==> config.mk <==
export PLATFORM = sky130hd
export DESIGN_NAME = fetch_ctrl
export DESIGN_NICKNAME = d
export VERILOG_FILES = /design/src/rtl/fetch_pkg.sv /design/src/rtl/fetch_ctrl_prog_ctr.sv /design/src/rtl/fetch_ctrl.sv
export SDC_FILE = /design/constraint.sdc
export NUM_CORES = 1
export LEC_CHECK = 0
export ABC_AREA = 0
export ABC_CLOCK_PERIOD_IN_PS = 4500
export CORE_MARGIN = 1.5
export CORE_UTILIZATION = 45
export DETAILED_ROUTE_END_ITERATION = 8
export GPL_TIMING_DRIVEN = 0
export PLACE_DENSITY = 0.75
export RECOVER_POWER = 25
export SLEW_MARGIN = 30
export SYNTH_ARGS = -nofsm -noshare
export SYNTH_HDL_FRONTEND = slang
export SYNTH_SLANG_ARGS = --single-unit
==> constraint.sdc <==
create_clock -name Clk -period 4.5 [get_ports Clk]
set_input_delay 0.9 -clock Clk [delete_from_list [all_inputs] [get_ports Clk]]
set_output_delay 0.9 -clock Clk [all_outputs]
set_load 0.05 [all_outputs]
==> src/rtl/fetch_pkg.sv <==
// Shared types and constants for the instruction fetch sequencer.
package fetch_pkg;

    typedef enum logic [1:0] {
        IDLE,
        RUN,
        DRAIN,
        DONE
    } fetch_state_t;

    // Next-PC source selected by the fetch FSM each cycle.
    typedef enum logic [2:0] {
        PC_HOLD,
        PC_INC,
        PC_ABS,
        PC_REL,
        PC_START
    } pc_sel_t;

    localparam logic [8:0] HALT_WORD_DEFAULT = 9'h1FF;

endpackage

==> src/rtl/fetch_ctrl_prog_ctr.sv <==
// Program counter register with its next-PC mux.
// Relative targets are sign-extended offsets of the same width as the PC,
// so a plain A-bit add gives the correct modulo-2^A result.
module prog_ctr
    import fetch_pkg::*;
#(
    parameter int unsigned     A          = 10,
    parameter logic [A-1:0]    START_ADDR = '0
) (
    input  logic         clk,
    input  logic         reset,
    input  logic [2:0]   sel,
    input  logic [A-1:0] base_pc,
    input  logic [A-1:0] target,
    output logic [A-1:0] pc
);

    logic [A-1:0] pc_q;
    logic [A-1:0] pc_d;

    // Next-PC selection: hold, increment, absolute/relative branch, restart.
    always_comb begin
        pc_d = pc_q;
        case (sel)
            PC_INC:   pc_d = pc_q + A'(1);
            PC_ABS:   pc_d = target;
            PC_REL:   pc_d = base_pc + target;
            PC_START: pc_d = START_ADDR;
            default:  pc_d = pc_q;
        endcase
    end

    // PC register, reloaded with the start address on reset.
    always_ff @(posedge clk) begin
        if (reset) begin
            pc_q <= START_ADDR;
        end else begin
            pc_q <= pc_d;
        end
    end

    assign pc = pc_q;

endmodule

==> src/rtl/fetch_ctrl.sv <==
// Fetch sequencer: FSM, registered instruction slot and run-cycle counter.
// The PC itself lives in prog_ctr; this block chooses its next value.
module fetch_ctrl
    import fetch_pkg::*;
#(
    parameter int unsigned     A          = 10,
    parameter int unsigned     W          = 9,
    parameter logic [A-1:0]    START_ADDR = '0,
    parameter logic [W-1:0]    HALT_WORD  = W'(HALT_WORD_DEFAULT),
    parameter int unsigned     CW         = 16
) (
    input  logic          Clk,
    input  logic          Reset,
    input  logic          Start,
    output logic [A-1:0]  InstAddress,
    input  logic [W-1:0]  InstIn,
    output logic [W-1:0]  Inst,
    output logic          InstValid,
    input  logic          InstReady,
    output logic [A-1:0]  InstPC,
    input  logic          BranchEn,
    input  logic          BranchRel,
    input  logic [A-1:0]  BranchTarget,
    output logic [A-1:0]  ProgCtr,
    output logic          Done,
    output logic [CW-1:0] CycleCnt
);

    fetch_state_t  state_q, state_d;
    logic [W-1:0]  inst_q, inst_d;
    logic [A-1:0]  inst_pc_q, inst_pc_d;
    logic          inst_valid_q, inst_valid_d;
    logic          done_q, done_d;
    logic [CW-1:0] cycle_cnt_q, cycle_cnt_d;
    pc_sel_t       pc_sel;
    logic [A-1:0]  pc;
    logic          fire;
    logic          slot_free;

    assign fire      = inst_valid_q & InstReady;
    assign slot_free = ~inst_valid_q | InstReady;

    prog_ctr #(
        .A          (A),
        .START_ADDR (START_ADDR)
    ) u_prog_ctr (
        .clk     (Clk),
        .reset   (Reset),
        .sel     (pc_sel),
        .base_pc (inst_pc_q),
        .target  (BranchTarget),
        .pc      (pc)
    );

    // Next-state logic for the FSM, instruction slot, done flag and counter.
    always_comb begin
        state_d      = state_q;
        inst_d       = inst_q;
        inst_pc_d    = inst_pc_q;
        inst_valid_d = inst_valid_q;
        done_d       = done_q;
        cycle_cnt_d  = cycle_cnt_q;
        pc_sel       = PC_HOLD;

        if ((state_q == RUN || state_q == DRAIN) && cycle_cnt_q != '1) begin
            cycle_cnt_d = cycle_cnt_q + CW'(1);
        end

        case (state_q)
            IDLE: begin
                if (Start) begin
                    pc_sel      = PC_START;
                    cycle_cnt_d = '0;
                    state_d     = RUN;
                end
            end
            RUN: begin
                // A taken branch wins over the same-cycle fetch, squashing it
                // even when the squashed word is the halt word.
                if (fire && BranchEn) begin
                    inst_valid_d = 1'b0;
                    pc_sel       = BranchRel ? PC_REL : PC_ABS;
                end else if (slot_free) begin
                    inst_d       = InstIn;
                    inst_pc_d    = pc;
                    inst_valid_d = 1'b1;
                    pc_sel       = PC_INC;
                    if (InstIn == HALT_WORD) begin
                        state_d = DRAIN;
                    end
                end
            end
            DRAIN: begin
                if (fire) begin
                    inst_valid_d = 1'b0;
                    if (BranchEn) begin
                        pc_sel  = BranchRel ? PC_REL : PC_ABS;
                        state_d = RUN;
                    end else begin
                        done_d  = 1'b1;
                        state_d = DONE;
                    end
                end
            end
            DONE: begin
                if (Start) begin
                    pc_sel      = PC_START;
                    done_d      = 1'b0;
                    cycle_cnt_d = '0;
                    state_d     = RUN;
                end
            end
            default: state_d = IDLE;
        endcase
    end

    // State registers with synchronous reset.
    always_ff @(posedge Clk) begin
        if (Reset) begin
            state_q      <= IDLE;
            inst_q       <= '0;
            inst_pc_q    <= '0;
            inst_valid_q <= 1'b0;
            done_q       <= 1'b0;
            cycle_cnt_q  <= '0;
        end else begin
            state_q      <= state_d;
            inst_q       <= inst_d;
            inst_pc_q    <= inst_pc_d;
            inst_valid_q <= inst_valid_d;
            done_q       <= done_d;
            cycle_cnt_q  <= cycle_cnt_d;
        end
    end

    assign InstAddress = pc;
    assign ProgCtr     = pc;
    assign Inst        = inst_q;
    assign InstPC      = inst_pc_q;
    assign InstValid   = inst_valid_q;
    assign Done        = done_q;
    assign CycleCnt    = cycle_cnt_q;

endmodule

==> flow_results.org <==
** Outcome
- The flow ran to the end, but the final reports show violations.
- Failing checks :: DRC

** Placed design
- Number of port buffers :: 80
- Once placement finished, the instance area stood at 0.003925 sq mm.
- Detailed placement HPWL :: 5999 microns
- At the end of routability-driven placement, the weighted congestion stood at 0.9033.

** Hold path
- The path class of the tightest hold or removal check is flip-flop to flip-flop.
- The worst hold path passes through 2 cells.
- Worst hold path startpoint :: Inst[2]$_SDFFE_PP0P_
- Hold endpoint :: Inst[2]$_SDFFE_PP0P_

** Global routing
- Global routing finished with a remaining overflow of 0.
- All-layer global routing usage :: 0.2180
- Wire length of the first global-routing pass :: 12840 microns
- The number of global-route vias before repair came to 2783.
- Entering global routing, the biggest net connects 15 pins.
- The number of antenna violations at the first check in global routing was 0.

** Clocking
- Maximum number of buffers from clock root to sink :: 2
- The clock net in this run drives a total of slightly below 50 sinks.
- In this run the number of H-tree levels came out at 2.
- TritonCTS clock tree :: done
- Clock buffers created by TritonCTS :: 5
- In this run the post-CTS setup repair buffer count came out at 0.
- Clock latency on the worst-skew pair :: about 0.3 ns
- Clock slew seen by the registers of the worst setup and hold paths :: about 0.09 ns
- For this design, the CTS-stage hold fixing added 0 buffers.
- Gates resized during post-CTS repair numbered 0.
- Library cell used as clock root buffer :: sky130_fd_sc_hd__clkbuf_8

** Floorplan
- In this run the core area contains 29 standard-cell rows.
- In this run the horizontal extent of the chip is 85.03 microns.
- Number of primary I/O pins :: 82
- Initial Utilization :: 0.4715
- The die is 85.03 microns tall.
- The core region is 0.006422 sq mm.
- Floorplan die area :: 0.007230 sq mm

** Drt
- Number of detailed-routing iterations run before antenna repair :: 7
- Detailed routing inserted a total of 2954 vias.
- WL final :: 7749 microns
- After detailed routing, the number of remaining DRC violations is 4.
- The count of nets left with antenna violations once routing finished came out at 0.
- After the first detailed-routing iteration, the DRC count stood at 199.
- Routed length per instance :: 14.48 microns
- Number of vias per cell :: approximately 5.5

** Yosys
- Yosys instantiated no cell more often than sky130_fd_sc_hd__nand2_1.
- Total nets after synthesis :: roughly 410
- Counting flops with a built-in enable in the synthesized netlist gives 0.
- Syn avg cell area :: 8.184 sq um
- Most numerous cell types in the synthesized netlist :: sky130_fd_sc_hd__nand2_1, sky130_fd_sc_hd__dfxtp_1, sky130_fd_sc_hd__a21oi_1, sky130_fd_sc_hd__nor2_1
- Of the post-synthesis cell area, the dominant cell type holds 0.3240.
- Among all flip-flop cells after synthesis, the most frequent one is sky130_fd_sc_hd__dfxtp_1.
- Post-synthesis instance total :: 370
- Synthesis instantiated 65 different standard cells from the library.
- Number of synthesized register bits :: 49
- Synth area leaders :: sky130_fd_sc_hd__dfxtp_1, sky130_fd_sc_hd__nand2_1, sky130_fd_sc_hd__a21oi_1
- During synthesis, Yosys emitted a total of 0 warnings.
- Counting flops with an async set or reset pin after synthesis yields a share of 0.
- Part of the Yosys area used for sequential elements :: 0.3240
- Synth Cell Area :: 0.003028 sq mm
- Cell type contributing the most total cell area after synthesis :: sky130_fd_sc_hd__dfxtp_1

** Setup path
- The worst register-to-register path ends at u_prog_ctr.pc[9]$_SDFFE_PP0P_.
- Grouping stages by cell kind, the critical path spends the most delay in compound AO/OA/AOI/OAI gates.
- The critical path goes through clkdlybuf4s50_1 -> ha_1 -> inv_1 -> fa_1 -> nor2b_4 -> o2111a_1 -> a2111oi_4 -> xor2_1 -> o221ai_1 -> o211a_1.
- For the worst setup path, the data required time is 4.75 ns.
- For this design, the slowest cell found on the critical path is sky130_fd_sc_hd__clkdlybuf4s50_1.
- Measured in cells, the most critical reg-to-reg path has a length of 9.
- Setup crit start kind :: input pin
- By startpoint and endpoint, the worst setup path is classified as input pin to flip-flop.
- In this design, the stage delay of the slowest critical-path cell is 0.49 ns.
- Launch instance of the worst register-to-register path :: state_q[0]$_SDFFE_PP0P_
- Worst path buffer plus inverter count :: 2
- CP endpoint kind :: flip-flop
- Maximum net fanout on the critical path :: 3
- Arrival time worst endpoint :: 3.13 ns
- The setup check on the worst reg-to-reg path leaves a slack of 2.25 ns.

** Timing
- After layout, the minimum clock period comes to roughly 2.9 ns.
- Setup repair after global routing missed its margin :: false
- Slew margin rel. :: 0.6029
- Maximum clock frequency :: 347.8 MHz
- Across the routed clock network, the largest skew measured is 0.007324 ns.
- After routing, the total negative slack on setup checks comes to 0 ns.
- Number of hold violations in the final report :: 0
- In the finished design, the share of the clock period the worst path needs comes to 0.6390.
- For the pin with the worst max-slew slack, the measured transition is 0.5957 ns.
- Setup violations remaining at the end of the flow were counted as 0.
- The max-slew violation count came to 0.

** Power
- Pwr per Cell Area :: 483.0 mW/mm^2
- Peak ir drop on the vdd network :: 0.2525 mV
- In this run the static leakage power is 1.517 nW.

** Cells and area
- Summing all multi-input logic gate instances after layout gives 0.001824 sq mm.
- Summed area of non-filler cells in the final layout :: roughly 0.0040 sq mm
- The net count of the finished layout is 498.
- The repair_antennas step left the layout with diodes totalling 0.
- The filler cells instantiated in the layout total 603.
- Summing all flip-flop and latch instances after layout gives 980.9 sq um.
- Area added between synthesis and finish :: 32.07%
- Share of final-layout standard cells stronger than drive strength 1 :: 0.09825
- Final core occ :: 0.6226

** Run
- The tool flagged a number of max-cap violations equal to 0.
## sequential cells by signal, indices dropped and copies added (netlist names)
name	cells
u_prog_ctr.pc	10
InstValid	1
Inst	9
CycleCnt	16
Done	1
state_q	2
InstPC	10
## layer usage
metal  global-route usage  wire (microns)
met5                    0               0
met4              0.07750             110
met3              0.04475             497
met2               0.3622            3665
met1               0.2804            3476
## final cells by class
| class | instances | area share |
|---|---|---|
| repair buffers | 80 | 0.2003 |
| flip-flops and latches | 49 | 0.2453 |
| plain buffers | 26 | 0.04130 |
| inverters | 13 | 0.01220 |
| clock buffers | 6 | 0.01815 |
| clock inverters | 2 | 0.002503 |
| well taps | 77 | 0.02409 |
| multi-input cells | 282 | 0.4562 |
## layout by cell type, fill, tap and decap left out, types with 3 or more instances in the layout
master,synthesis,routed
sky130_fd_sc_hd__a211oi_1,4,4
sky130_fd_sc_hd__a21oi_1,38,38
sky130_fd_sc_hd__a31oi_1,4,4
sky130_fd_sc_hd__and3_1,10,10
sky130_fd_sc_hd__buf_2,4,3
sky130_fd_sc_hd__buf_4,11,11
sky130_fd_sc_hd__buf_6,3,3
sky130_fd_sc_hd__clkbuf_1,8,10
sky130_fd_sc_hd__clkbuf_8,0,5
sky130_fd_sc_hd__clkdlybuf4s50_1,0,70
sky130_fd_sc_hd__dfxtp_1,49,49
sky130_fd_sc_hd__dlygate4sd3_1,0,10
sky130_fd_sc_hd__ha_1,15,15
sky130_fd_sc_hd__inv_1,13,13
sky130_fd_sc_hd__mux2i_1,6,6
sky130_fd_sc_hd__nand2_1,53,54
sky130_fd_sc_hd__nand2b_1,5,5
sky130_fd_sc_hd__nand3_1,11,11
sky130_fd_sc_hd__nand4_1,4,4
sky130_fd_sc_hd__nor2_1,31,31
sky130_fd_sc_hd__nor3_1,5,5
sky130_fd_sc_hd__o211ai_1,3,3
sky130_fd_sc_hd__o21ai_0,15,15
sky130_fd_sc_hd__o221ai_1,3,3
sky130_fd_sc_hd__or3_1,3,3
sky130_fd_sc_hd__xnor2_1,12,12
sky130_fd_sc_hd__xor2_1,9,9
## kinds of logic (layout without fill, tap and decap cells)
logic type | Yosys count | in the layout | synth area share
adder cells (fa/ha/maj) | 16 | 16 | 0.06860
AND/OR/NAND/NOR | 142 | 142 | 0.2347
multiplexers | 6 | 6 | 0.01984
flip-flops | 49 | 49 | 0.3240
AO/OA/AOI/OAI | 97 | 97 | 0.2211
buffers and inverters | 39 | 127 | 0.07108
XOR/XNOR | 21 | 21 | 0.06074
## worst max-delay path by stage
| stage | startpoint | to | slack, ns | cells after the start |
|---|---|---|---|---|
| floorplan | BranchTarget[0] | u_prog_ctr.pc[6]$_SDFFE_PP0P_ | 2.00 | 9 |
| global placement | BranchTarget[0] | u_prog_ctr.pc[6]$_SDFFE_PP0P_ | 1.40 | 10 |
| detailed placement | BranchTarget[0] | u_prog_ctr.pc[6]$_SDFFE_PP0P_ | 1.33 | 10 |
| CTS | BranchTarget[0] | u_prog_ctr.pc[6]$_SDFFE_PP0P_ | 1.65 | 10 |
| global route | BranchTarget[0] | u_prog_ctr.pc[6]$_SDFFE_PP0P_ | 1.57 | 10 |
| finish | BranchTarget[0] | u_prog_ctr.pc[6]$_SDFFE_PP0P_ | 1.62 | 10 |
## where the power goes
part	internal [mW]	switching, mW
sequential	0.500	0.0779
combinational	0.409	0.689
clock	0.108	0.148
total	1.02	0.915
## per-stage QoR
stage	total power [mW]	setup slack [ns]	hold slack (ns)	cells
final	1.931	1.625	0.4539	535
after global routing	2.053	1.566	0.4868	535
after CTS	1.954	1.645	0.4613	535
after detailed placement	1.696	1.325	0.4494	527
after global placement	1.681	1.402	0.4427	527
after floorplan	1.389	2.000	0.5386	370
## worst min-delay path: cells and delay by family, from the launching register on
family | cells | cell delay [ns]
AOI/OAI and AO/OA | 1 | 0.05
DFF | 1 | 0.31
and+or+nand+nor | 1 | 0.05
No activity file was read; power rests on OpenSTA's default activity.
